`src/rtl/sfu_issue_arbiter.sv`:
```
// Purpose: round-robin issue of requester ops into a shared fixed-latency SFU, results returned in order via a tagged FIFO.
// Latency: grant same cycle, sfu_valid at accept+1, result in FIFO at accept+1+SFU_LAT, wb_valid at accept+2+SFU_LAT.
// Backpressure: wb_ready stalls the FIFO; grants stop once FIFO entries plus in-flight ops reach FIFO_DEPTH.
module sfu_issue_arbiter #(
  parameter int NUM_REQ    = 4,
  parameter int TAG_W      = 10,
  parameter int SFU_LAT    = 4,
  parameter int FIFO_DEPTH = 4
) (
  input  logic                       clk,
  input  logic                       rst,
  input  logic [NUM_REQ-1:0]         req_valid,
  output logic [NUM_REQ-1:0]         req_ready,
  input  logic [NUM_REQ*4-1:0]       req_op,
  input  logic [NUM_REQ*32-1:0]      req_src,
  input  logic [NUM_REQ*TAG_W-1:0]   req_tag,
  output logic                       sfu_valid,
  output logic [2:0]                 sfu_op,
  output logic [31:0]                sfu_src,
  input  logic                       sfu_res_valid,
  input  logic [31:0]                sfu_res,
  output logic                       wb_valid,
  input  logic                       wb_ready,
  output logic [31:0]                wb_data,
  output logic [TAG_W-1:0]           wb_tag,
  output logic [$clog2(NUM_REQ)-1:0] wb_req_id,
  output logic                       busy,
  output logic                       err
);

  localparam int ID_W  = $clog2(NUM_REQ);
  localparam int PTR_W = $clog2(FIFO_DEPTH);
  localparam int CNT_W = PTR_W + 1;
  localparam int ENT_W = 32 + TAG_W + ID_W;

  // Arbitration state and combinational grant
  logic [ID_W-1:0]    rr_ptr_q, rr_ptr_d;
  logic [NUM_REQ-1:0] rot_vld;
  logic               credit_ok;
  logic               gnt_any;
  logic [ID_W-1:0]    gnt_id;
  logic [3:0]         sel_op;
  logic [31:0]        sel_src;
  logic [TAG_W-1:0]   sel_tag;
  logic               sel_legal;
  int                 inflight;

  // Issue register
  logic               iss_vld_q, iss_vld_d;
  logic [2:0]         iss_op_q, iss_op_d;
  logic [31:0]        iss_src_q, iss_src_d;
  logic [TAG_W-1:0]   iss_tag_q, iss_tag_d;
  logic [ID_W-1:0]    iss_id_q, iss_id_d;

  // Delay line mirroring the SFU pipeline
  logic [SFU_LAT-1:0] dl_vld_q, dl_vld_d;
  logic [TAG_W-1:0]   dl_tag_q [SFU_LAT];
  logic [TAG_W-1:0]   dl_tag_d [SFU_LAT];
  logic [ID_W-1:0]    dl_id_q  [SFU_LAT];
  logic [ID_W-1:0]    dl_id_d  [SFU_LAT];
  logic               last_vld;

  // Result FIFO
  logic [ENT_W-1:0]   fifo_mem_q [FIFO_DEPTH];
  logic [ENT_W-1:0]   fifo_mem_d [FIFO_DEPTH];
  logic [PTR_W-1:0]   wr_ptr_q, wr_ptr_d;
  logic [PTR_W-1:0]   rd_ptr_q, rd_ptr_d;
  logic [CNT_W-1:0]   fifo_cnt_q, fifo_cnt_d;
  logic               fifo_full;
  logic               wr_en;
  logic               pop;
  logic [ENT_W-1:0]   fifo_head;

  logic               err_q, err_d;

  // Credit check and round-robin search starting at rr_ptr
  always_comb begin
    inflight = int'(iss_vld_q);
    for (int s = 0; s < SFU_LAT; s++) begin
      inflight = inflight + int'(dl_vld_q[s]);
    end
    credit_ok = (int'(fifo_cnt_q) + inflight) < FIFO_DEPTH;
    // Rotate so bit 0 is the requester at rr_ptr
    rot_vld = NUM_REQ'({req_valid, req_valid} >> rr_ptr_q);
    gnt_any = 1'b0;
    gnt_id  = '0;
    if (credit_ok && !rst) begin
      for (int k = 0; k < NUM_REQ; k++) begin
        if (!gnt_any && rot_vld[k]) begin
          gnt_any = 1'b1;
          gnt_id  = ID_W'((int'(rr_ptr_q) + k) % NUM_REQ);
        end
      end
    end
    req_ready = gnt_any ? (NUM_REQ'(1) << gnt_id) : '0;
    sel_op    = 4'(req_op >> {gnt_id, 2'b00});
    sel_src   = 32'(req_src >> {gnt_id, 5'b00000});
    sel_tag   = TAG_W'(req_tag >> (int'(gnt_id) * TAG_W));
    sel_legal = ~sel_op[3];
    rr_ptr_d  = gnt_any ? ID_W'((int'(gnt_id) + 1) % NUM_REQ) : rr_ptr_q;
  end

  // Issue register, delay line, FIFO and sticky error next-state
  always_comb begin
    iss_vld_d = gnt_any & sel_legal;
    iss_op_d  = iss_op_q;
    iss_src_d = iss_src_q;
    iss_tag_d = iss_tag_q;
    iss_id_d  = iss_id_q;
    if (gnt_any && sel_legal) begin
      iss_op_d  = sel_op[2:0];
      iss_src_d = sel_src;
      iss_tag_d = sel_tag;
      iss_id_d  = gnt_id;
    end

    dl_vld_d[0] = iss_vld_q;
    dl_tag_d[0] = iss_tag_q;
    dl_id_d[0]  = iss_id_q;
    for (int s = 1; s < SFU_LAT; s++) begin
      dl_vld_d[s] = dl_vld_q[s-1];
      dl_tag_d[s] = dl_tag_q[s-1];
      dl_id_d[s]  = dl_id_q[s-1];
    end

    // Result is captured by position in the delay line, not by sfu_res_valid
    last_vld   = dl_vld_q[SFU_LAT-1];
    fifo_full  = (fifo_cnt_q == CNT_W'(FIFO_DEPTH));
    wr_en      = last_vld & ~fifo_full;
    pop        = wb_valid & wb_ready;
    fifo_mem_d = fifo_mem_q;
    wr_ptr_d   = wr_ptr_q;
    rd_ptr_d   = rd_ptr_q;
    fifo_cnt_d = fifo_cnt_q;
    if (wr_en) begin
      fifo_mem_d[wr_ptr_q] = {sfu_res, dl_tag_q[SFU_LAT-1], dl_id_q[SFU_LAT-1]};
      wr_ptr_d             = wr_ptr_q + 1'b1;
    end
    if (pop) begin
      rd_ptr_d = rd_ptr_q + 1'b1;
    end
    case ({wr_en, pop})
      2'b10:   fifo_cnt_d = fifo_cnt_q + 1'b1;
      2'b01:   fifo_cnt_d = fifo_cnt_q - 1'b1;
      default: fifo_cnt_d = fifo_cnt_q;
    endcase

    err_d = err_q
          | (gnt_any & ~sel_legal)
          | (sfu_res_valid ^ last_vld)
          | (last_vld & fifo_full);
  end

  // State registers; reset flushes everything in flight
  always_ff @(posedge clk or posedge rst) begin
    if (rst) begin
      rr_ptr_q   <= '0;
      iss_vld_q  <= 1'b0;
      iss_op_q   <= '0;
      iss_src_q  <= '0;
      iss_tag_q  <= '0;
      iss_id_q   <= '0;
      dl_vld_q   <= '0;
      for (int s = 0; s < SFU_LAT; s++) begin
        dl_tag_q[s] <= '0;
        dl_id_q[s]  <= '0;
      end
      for (int e = 0; e < FIFO_DEPTH; e++) begin
        fifo_mem_q[e] <= '0;
      end
      wr_ptr_q   <= '0;
      rd_ptr_q   <= '0;
      fifo_cnt_q <= '0;
      err_q      <= 1'b0;
    end else begin
      rr_ptr_q   <= rr_ptr_d;
      iss_vld_q  <= iss_vld_d;
      iss_op_q   <= iss_op_d;
      iss_src_q  <= iss_src_d;
      iss_tag_q  <= iss_tag_d;
      iss_id_q   <= iss_id_d;
      dl_vld_q   <= dl_vld_d;
      dl_tag_q   <= dl_tag_d;
      dl_id_q    <= dl_id_d;
      fifo_mem_q <= fifo_mem_d;
      wr_ptr_q   <= wr_ptr_d;
      rd_ptr_q   <= rd_ptr_d;
      fifo_cnt_q <= fifo_cnt_d;
      err_q      <= err_d;
    end
  end

  assign fifo_head = fifo_mem_q[rd_ptr_q];
  assign sfu_valid = iss_vld_q;
  assign sfu_op    = iss_op_q;
  assign sfu_src   = iss_src_q;
  assign wb_valid  = (fifo_cnt_q != '0);
  assign wb_data   = fifo_head[ENT_W-1 -: 32];
  assign wb_tag    = fifo_head[ID_W +: TAG_W];
  assign wb_req_id = fifo_head[ID_W-1:0];
  assign busy      = iss_vld_q | (|dl_vld_q) | (fifo_cnt_q != '0);
  assign err       = err_q;

endmodule

```
`config.mk`:
```
export PLATFORM = sky130hd
export DESIGN_NAME = sfu_issue_arbiter
export DESIGN_NICKNAME = d
export VERILOG_FILES = /design/src/rtl/sfu_issue_arbiter.sv
export SDC_FILE = /design/constraint.sdc
export NUM_CORES = 1
export LEC_CHECK = 0
export CORE_ASPECT_RATIO = 0.6
export CORE_UTILIZATION = 40
export CTS_BUF_LIST = sky130_fd_sc_hd__clkbuf_8
export DETAILED_ROUTE_END_ITERATION = 8
export MAX_ROUTING_LAYER = met4
export PLACE_DENSITY_LB_ADDON = 0.05
export SYNTH_ARGS = -nofsm -noshare
export SYNTH_HDL_FRONTEND = slang
export SYNTH_SLANG_ARGS = --single-unit
```
`constraint.sdc`:
```
create_clock -name clk -period 16.24 [get_ports clk]
set_input_delay 1.624 -clock clk [delete_from_list [all_inputs] [get_ports clk]]
set_output_delay 1.624 -clock clk [all_outputs]
set_load 0.01 [all_outputs]
```
# ---- Yosys cells after proc, flatten, opt, wreduce, memory -nomap -nowiden
# Index checks and enable logic that the tools add are counted.
# W data, S select, Z words.
dict set report classes {
  addsub 13
  multipliers 1
  div 0
  n_lt_le_gt_ge 4
  eq_ne 3
  shift 5
  muxes 21
  bitwise 15
  reduce_logical 13
}
# cell n
set op_table {}
lappend op_table {{$bwmux W176} 1}
lappend op_table {{$mux W44} 3}
lappend op_table {{$shr A128 B7 Y32} 1}
lappend op_table {{$bmux W44 S2} 1}
lappend op_table {{$demux W44 S2} 1}
lappend op_table {{$shr A40 B6 Y10} 1}
lappend op_table {{$shr A16 B4 Y4} 1}
lappend op_table {{$mux W2} 5}
lappend op_table {{$add A2 B1 Y2 const B} 4}
lappend op_table {{$mux W1} 8}
lappend op_table {{$shr A8 B2 Y4} 1}
lappend op_table {{$add A3 B5 Y6} 1}
lappend op_table {{$ge A3 B3 Y1 const B} 2}
lappend op_table {{$logic_and A1 B1 Y1} 6}
lappend op_table {{$lt A6 B3 Y1 const B} 1}
lappend op_table {{$not A2 Y3} 2}
lappend op_table {{$pmux W3 S2} 1}
lappend op_table {{$add A4 B1 Y5} 1}
lappend op_table {{$and A1 B1 Y1} 5}
lappend op_table {{$mul A2 B3 Y5 const B} 1}
lappend op_table {{$or A1 B1 Y1} 5}
lappend op_table {{$add A2 B2 Y2 const B} 2}
lappend op_table {{$add A3 B1 Y4} 1}
lappend op_table {{$logic_not A1 Y1} 4}
lappend op_table {{15 further kinds} 16}
dict set report totals {
  reg_bits 286
  latchBits 0
  ram_bits 0
  rom_bits 0
  inputBits 224
  output_inout_bits 87
  elab_cells 98
  mem_count 0
}

# ---- Depth between registers and ports, before layout
dict set report logic_depth {
  word_depth 25
  mapped_depth 12
}

# ---- Least setup slack after synthesis
# OpenSTA, ideal clock, no wires.
dict set report synth_timing {
  path_kind {input-to-output}
  startpoint {input port req_valid[3]}
  endpoint {output port req_ready[1]}
  t_arrival_ps 3088
  setup_slack_ps 11528
  stages 9
  n_path_buf 2
  path_cell_list {nor2b_1 > o21ba_1 > a211o_1 > nand2_1 > buf_6 > buf_6 > inv_1 > ha_1 > and2_1}
}
dict set report synth_between {
  elab_chain_cells 17
  word_cells_on_any_way 22
}
# element line_no
set synth_rtl {}
lappend synth_rtl {{start, declared} 12} ;# input logic [NUM_REQ-1:0] req_valid,
lappend synth_rtl {{$shr A8 B2 Y4 (*)} 84} ;# rot_vld = NUM_REQ'({req_valid, req_valid} >> rr_ptr_q);
lappend synth_rtl {{$mux W1} 89} ;# if (!gnt_any && rot_vld[k]) begin
lappend synth_rtl {{$mux W1} 87} ;# if (credit_ok && !rst) begin
lappend synth_rtl {{$logic_not A1 Y1} 89}
lappend synth_rtl {{$logic_and A1 B1 Y1} 89}
lappend synth_rtl {{$mux W1} 89}
lappend synth_rtl {{$mux W1} 87}
lappend synth_rtl {{$logic_not A1 Y1} 89}
lappend synth_rtl {{[... 2 more ...]} -}
lappend synth_rtl {{$mux W1} 87}
lappend synth_rtl {{$logic_not A1 Y1} 89}
lappend synth_rtl {{$logic_and A1 B1 Y1} 89}
lappend synth_rtl {{$mux W2 (*)} 89}
lappend synth_rtl {{$mux W2 (*)} 87}
lappend synth_rtl {{net gnt_id[0]} 41} ;# logic [ID_W-1:0] gnt_id;
lappend synth_rtl {{$shl A1 B2 Y4 (*)} 95} ;# req_ready = gnt_any ? (NUM_REQ'(1) << gnt_id) : '0;
lappend synth_rtl {{$mux W4 (*)} 95}
lappend synth_rtl {{end, declared} 13} ;# output logic [NUM_REQ-1:0] req_ready,
# Mark *: on every way through the listed nets, which the timed path passes. The rest lies on a longest branch. The select of a mux whose other input is x is not followed.

# ---- Worst setup path after layout
dict set report layout_timing {
  startpoint {input port rst}
  endpoint {output port req_ready[3]}
}
dict set report layout_between {
  elab_chain_cells 5
  word_cells_on_any_way 6
}
# element line_no
set layout_rtl {}
lappend layout_rtl {{start, declared} 11} ;# input logic rst,
lappend layout_rtl {{$logic_not A1 Y1 (no line) (*)} -}
lappend layout_rtl {{$logic_and A1 B1 Y1 (*)} 87}
lappend layout_rtl {{$mux W2} 87}
lappend layout_rtl {{$shl A1 B2 Y4} 95}
lappend layout_rtl {{$mux W4 (*)} 95}
# Mark *: on every way between the ends. The rest lies on a longest branch, timed or not.

==> metrics.txt <==
# TYPE chip_impl_metric gauge
chip_impl_info{name="setup.worst_path.end_class",value="output port"} 1
chip_impl_info{name="type_of_element_launching_the_critical_path",value="input pin"} 1
chip_impl_metric{name="detail-route-antenna-nets",unit=""} 0
chip_impl_metric{name="place.port_buffers",unit=""} 310
chip_impl_metric{name="io-pin-count",unit=""} 311
chip_impl_metric{name="syn-cell-area",unit="mm²"} 0.01317
chip_impl_metric{name="worst_ep_arrival_time",unit="ps"} 4350
chip_impl_metric{name="number_of_vias_in_the_routed_layout",unit=""} 8085
chip_impl_metric{name="total_of_endpoints_with_negative_setup_slack_in_the_final_report",unit=""} 0
chip_impl_metric{name="synth-seq-area-share",unit="%"} 54.35
chip_impl_info{name="cp-startpoint",value="rst"} 1
chip_impl_metric{name="timing.final.max_slew_violations",unit=""} 0
chip_impl_metric{name="fp.coreArea",unit="mm²"} 0.03242
chip_impl_metric{name="power_density",unit="mW/mm²"} 184.9
chip_impl_metric{name="finalHoldWorstSlack",unit="ps"} 342.9
chip_impl_metric{name="globalRoute.totalOverflow",unit=""} 0
chip_impl_info{name="status",value="completed"} 1
chip_impl_metric{name="die_width",unit="µm"} 236.2
chip_impl_info{name="route.top_layer_used",value="met4"} 1
chip_impl_metric{name="first_global_vias",unit=""} 8636
chip_impl_metric{name="fill_cells",unit=""} 2739
chip_impl_metric{name="clk_sinks",unit=""} 286
chip_impl_metric{name="min_period_over_period",unit="%"} 36.80
chip_impl_metric{name="final.setup_skew",unit="ps"} 24.64
chip_impl_metric{name="number_of_flip_flops_and_latches_in_the_synthesized_netlist",unit=""} 286
chip_impl_metric{name="crit_path_max_fanout",unit=""} 40
chip_impl_metric{name="cts_made_buffers",unit=""} 45
chip_impl_metric{name="report.final.hold_viol_count",unit=""} 0
chip_impl_info{name="hold_path_class",value="flop to flop"} 1
chip_impl_metric{name="final_layout_size_suffix_gt1_share",unit="%"} 30.17
chip_impl_metric{name="post-dp-hpwl",unit="µm"} 20300
chip_impl_info{name="mostFrequentLayoutCell",value="clkdlybuf4s50_1"} 1
chip_impl_metric{name="detail_routed_net_length_per_standard_cell",unit="µm"} 19.20
chip_impl_metric{name="p_leak",unit="nW"} 7.505
chip_impl_metric{name="num_rows",unit=""} 51
chip_impl_metric{name="wl_met1",unit="µm"} 13840
chip_impl_metric{name="synthToLayoutAreaGrowth",unit="%"} 32.74
chip_impl_metric{name="cts_max_path_buffers",unit=""} 3
chip_impl_metric{name="cts_setup_buffers",unit=""} 0
chip_impl_metric{name="initial_utilization",unit="%"} 40.62
chip_impl_metric{name="detail_route.drc_violations",unit=""} 0
chip_impl_metric{name="first_pass_grt_wire_length",unit="µm"} 48510
chip_impl_metric{name="antenna_violations_before_repair",unit=""} 2
chip_impl_metric{name="met3_wirelength",unit="µm"} 1234
chip_impl_metric{name="worst-slew-pin-transition",unit="ps"} 1029
chip_impl_metric{name="synthesis.instances",unit=""} 836
chip_impl_info{name="timing.setup.critical_path_class",value="input pin to output port"} 1
chip_impl_metric{name="mean_post_synth_cell_area",unit="µm²"} 15.75
chip_impl_metric{name="cap_violations",unit=""} 0
chip_impl_info{name="final_cell_mix",value="310 x clkdlybuf4s50_1, 284 x dfrtp_1, 192 x mux2_2, 136 x mux2i_1, 53 x clkbuf_8"} 1
chip_impl_metric{name="cts_max_level",unit=""} 2
chip_impl_metric{name="yosys_cell_types",unit=""} 44
chip_impl_metric{name="gr-usage-all-layers",unit="%"} 18.96
chip_impl_metric{name="drt_first_pass_iters",unit=""} 6
chip_impl_metric{name="min_period",unit="ps"} 5976
chip_impl_metric{name="finalSetupTns",unit="ps"} 0
chip_impl_metric{name="maximum_number_of_pins_on_one_net_before_global_route_repair",unit=""} 85
chip_impl_metric{name="path_clk_slew",unit="ps"} 70
chip_impl_metric{name="max-vdd-ir-drop",unit="V"} 0.00008835
chip_impl_metric{name="gp_congestion",unit=""} 0.8197
chip_impl_info{name="rsz0062_at_grt",value="false"} 1
chip_impl_metric{name="synth_fp_nets",unit=""} 1075
chip_impl_metric{name="design.final.nets",unit=""} 1398
chip_impl_metric{name="cts.hold.buffers_added",unit=""} 0
chip_impl_metric{name="required",unit="ps"} 14620
chip_impl_metric{name="synth.yosys.warnings",unit=""} 0
chip_impl_metric{name="fmax",unit="MHz"} 167.3
chip_impl_metric{name="ctsResizeCount",unit=""} 0
chip_impl_metric{name="initialDrtViolationCount",unit=""} 316
chip_impl_info{name="tritoncts",value="yes"} 1
chip_impl_metric{name="finalWirelength",unit="µm"} 31020
chip_impl_metric{name="routed_via_density",unit=""} 5.003
chip_impl_info{name="cts.root.buffer_cell",value="clkbuf_8"} 1
chip_impl_metric{name="die_y",unit="µm"} 142.5
chip_impl_metric{name="later_pin_clock_latency_in_the_skew_report",unit="ps"} 570
chip_impl_metric{name="fp.dieArea",unit="mm²"} 0.03367
chip_impl_metric{name="relSlewSlack",unit="%"} 31.38
chip_impl_info{name="worst_r2r_startpoint",value="sfu_valid$_DFF_PP0_"} 1
chip_impl_info{name="min_from",value="dl_tag_d[13]$_DFF_PP0_"} 1
chip_impl_metric{name="routed-wl-met2",unit="µm"} 15400
## cells in the mapped netlist, drive strengths merged
master  count  area (µm²)
o41ai       1       8.760
buf        25       225.2
o21ba       2       20.02
inv        12       45.04
a211o       1       8.760
o21ai       7       35.03
or3         2       12.51
o211a       1       10.01
nor2        6       22.52
xnor2       3       26.28
mux2      222        2613
o211ai      1       7.510
nor2b       5       31.28
mux2i     136        1361
and2        7       43.79
a21boi      1       7.510
a21oi       1       5.000
mux4       44       991.0
clkbuf     21       78.83
a31oi       1       12.51
nand2       9       33.78
dfrtp     286        7157
and3        3       18.77
or4         1       7.510
xor2        3       26.28
nor4        3       31.28
nor3        4       30.03
a211oi      4       35.03
nand2b      2       12.51
o21bai      2       15.01
fa          3       60.06
ha         12       150.1
nand3       5       25.02
## per-stage QoR
stage	power (W)	cells	setup slack [ps]	instance area, µm²	util [%]
floorplan	0.002121	836	6724	13170	-
global placement	0.002657	1536	10260	16620	51.29
detailed placement	0.002679	1536	10250	16620	51.29
CTS	0.003287	1614	10240	17470	53.91
global route	0.003444	1616	10030	17480	53.92
finish	0.003233	1616	10260	17480	53.92
## layer usage
layer	up-vias	track usage [%]
li1	3730	-
met1	4183	24.75
met2	119	30.15
met3	53	4.228
met4	0	4.716
met5	-	-
## flip-flops by register name (all words and copies together), names as in the netlist
register / cells
sfu_op: 3
sfu_valid: 1
rr_ptr_q: 2
rd_ptr_q: 2
dl_tag_q: 10
iss_id_q: 2
sfu_src: 32
wr_ptr_q: 2
dl_id_d: 6
iss_tag_q: 10
fifo_mem_q: 176
dl_id_q: 2
err: 1
dl_tag_d: 30
dl_vld_q: 4
fifo_cnt_q: 3
## final cells by class
type | count | area (µm²) | area share [%]
Sequential cell | 286 | 7162 | 40.97
Clock buffer | 53 | 729.5 | 4.173
Multi-Input combinational cell | 492 | 5687 | 32.53
Timing Repair Buffer | 322 | 3193 | 18.27
Clock inverter | 25 | 120.1 | 0.6872
Tap cell | 424 | 530.5 | 3.035
Inverter | 12 | 52.55 | 0.3006
Antenna cell | 2 | 5.005 | 0.02863
## logic make-up after synthesis
| logic type | after synthesis | synth area share (%) |
|---|---|---|
| AO/OA/AOI/OAI | 22 | 1.254 |
| adder cells (fa/ha/maj) | 15 | 1.596 |
| XOR/XNOR | 6 | 0.3992 |
| AND/OR/NAND/NOR | 47 | 2.043 |
| flip-flops | 286 | 54.35 |
| buffers and inverters | 58 | 2.651 |
| multiplexers | 402 | 37.70 |
## final timing paths
kind	end	slack [ps]	cells after the start
worst max-delay path	req_ready[3]	10260	8
worst min-delay path	dl_tag_d[3]$_DFF_PP0_	340	0
max in group asynchronous	fifo_mem_q[99]$_DFFE_PP0P_	12480	4
min in group asynchronous	rr_ptr_q[0]$_DFFE_PP0P_	1580	2
worst max register to register	sfu_src[3]$_DFFE_PP0P_	11870	11
worst min register to register	dl_tag_d[3]$_DFF_PP0_	340	0
## critical path, stage by stage
cell and delay [ps]:
clkdlybuf4s50_1 520, nor4_2 270, nand2_1 210, nor3_4 240
buf_4 550, ha_1 250, and2_1 120, clkdlybuf4s50_1 530
## power by group
group | internal, W | switching (W)
registers | 0.00107 | 0.000213
logic | 0.000862 | 0.000503
clock network | 0.000297 | 0.000289
total | 0.00223 | 0.00101
No activity file was read; power rests on OpenSTA's default activity.
==> variant (config.mk and constraints unchanged) <==
The parameter `FIFO_DEPTH` goes from 4 to 16.
--- a/src/rtl/sfu_issue_arbiter.sv
+++ b/src/rtl/sfu_issue_arbiter.sv
@@ -5,7 +5,7 @@
   parameter int NUM_REQ    = 4,
   parameter int TAG_W      = 10,
   parameter int SFU_LAT    = 4,
-  parameter int FIFO_DEPTH = 4
+  parameter int FIFO_DEPTH = 16
 ) (
   input  logic                       clk,
   input  logic                       rst,
Check against the original RTL: same outputs for any inputs over 4 cycles, from zero or initial values and one cycle with rst high; that may be too few to reach the edited logic, so the function may still have changed.
==> variant against the unedited design <==
  * Global-route usage rose by 2.8 points
  * Count of clock-buffer cells in the layout increased by 109
  * First-iteration DRC count rose to 2.6 times the old value
  * Register-to-register slack lost 520 ps
  * Via count grew to 2.6 times the old value
  * Routed wire length rose to 3.1 times the old value
  * Sequential cell count up 534
  * Cell area grew to 2.5 times the old value
  * Total power rose to 2.7 times the old value
  * Worst setup slack lost 13 ps
  * Core utilization is 5.5 points lower
  * Area after synthesis rose to 2.8 times the old value
  * Die area grew to 2.8 times the old value
==> variant: results (changes against the unedited design) <==
[critical_path]
slowest_delay_ps = 500  ; -50 ps
critical_path.top_delay_family = adder cells
r2r_slack_ps = 11350  ; -520 ps
path_class = flop to output port

[final_layout]
fill_cells = 7695  ; +180%
drive_above_1_share_pct = 41.4  ; +11 points
comb.multi_input.count = 1212  ; +150%
nets = 2771  ; +98%
inverters = 15  ; +3
seqCellArea_mm2 = 0.0205  ; +190%
multi_input_area_share_pct = 35.9  ; +3.4 points
clock_tree_area_fraction_pct = 5.77  ; +0.91 points

[clock_tree]
cts_buffers = 130  ; +190%

[place]
dpl.hpwl_mm = 55.0  ; +170%
gp_congestion = 0.722  ; -12%

[power]
leakagePower_nw = 18.4  ; +150%

[synth]
ys_ff_latch = 820  ; +190%
synth.area.top_cells = dfrtp_1 (56%), mux2_2 (19%), mux4_2 (13%)
synth_xor_area_share_pct = 0.261  ; -0.14 points

[grt]
grt_max_degree = 198  ; +130%
grt_pass1_wl_mm = 148  ; +200%
antenna_found_initial = 7  ; +5
grt_pass1_vias = 23135  ; +170%

[timing]
slew_headroom_pct = 19.9  ; -11 points

[status]
status = completed

[drt]
drtIter0Drc = 826  ; +160%
first_pass_iters = 4  ; -2

## variant: cell count changes after synthesis, moves of 30 or more
cell,delta
clkbuf_1,+121
dfrtp_1,+534
mux2_1,+127
mux2_2,+433
mux2_4,-30
mux4_2,+176
## variant: layer usage
layer,track usage (%),share of wire [%],vias up
met5,-,0,-
met4,6.90,1.9,0
met3,4.05,3.8,136
met2,33.2,48,359
met1,29.5,46,11380
li1,-,-,8962
## variant: metrics by stage
stage / worst slack [ps] / hold WS (ps) / cells / utilization (%) / total power (W)
floorplan: 3360 / 331 / 2234 / - / 0.00584
CTS: 10130 / 333 / 3836 / 48.4 / 0.00885
finish: 10250 / 334 / 3844 / 48.5 / 0.00871
global route: 9920 / 341 / 3843 / 48.5 / 0.00926
global placement: 10010 / 333 / 3614 / 45.6 / 0.00693
detailed placement: 9760 / 335 / 3614 / 45.6 / 0.00706
## variant: where the power goes
group,switching (W),leakage (nW),internal [W]
logic,0.00135,7.05,0.00205
registers,0.000581,9.90,0.00299
clock network,0.000825,1.46,0.000912
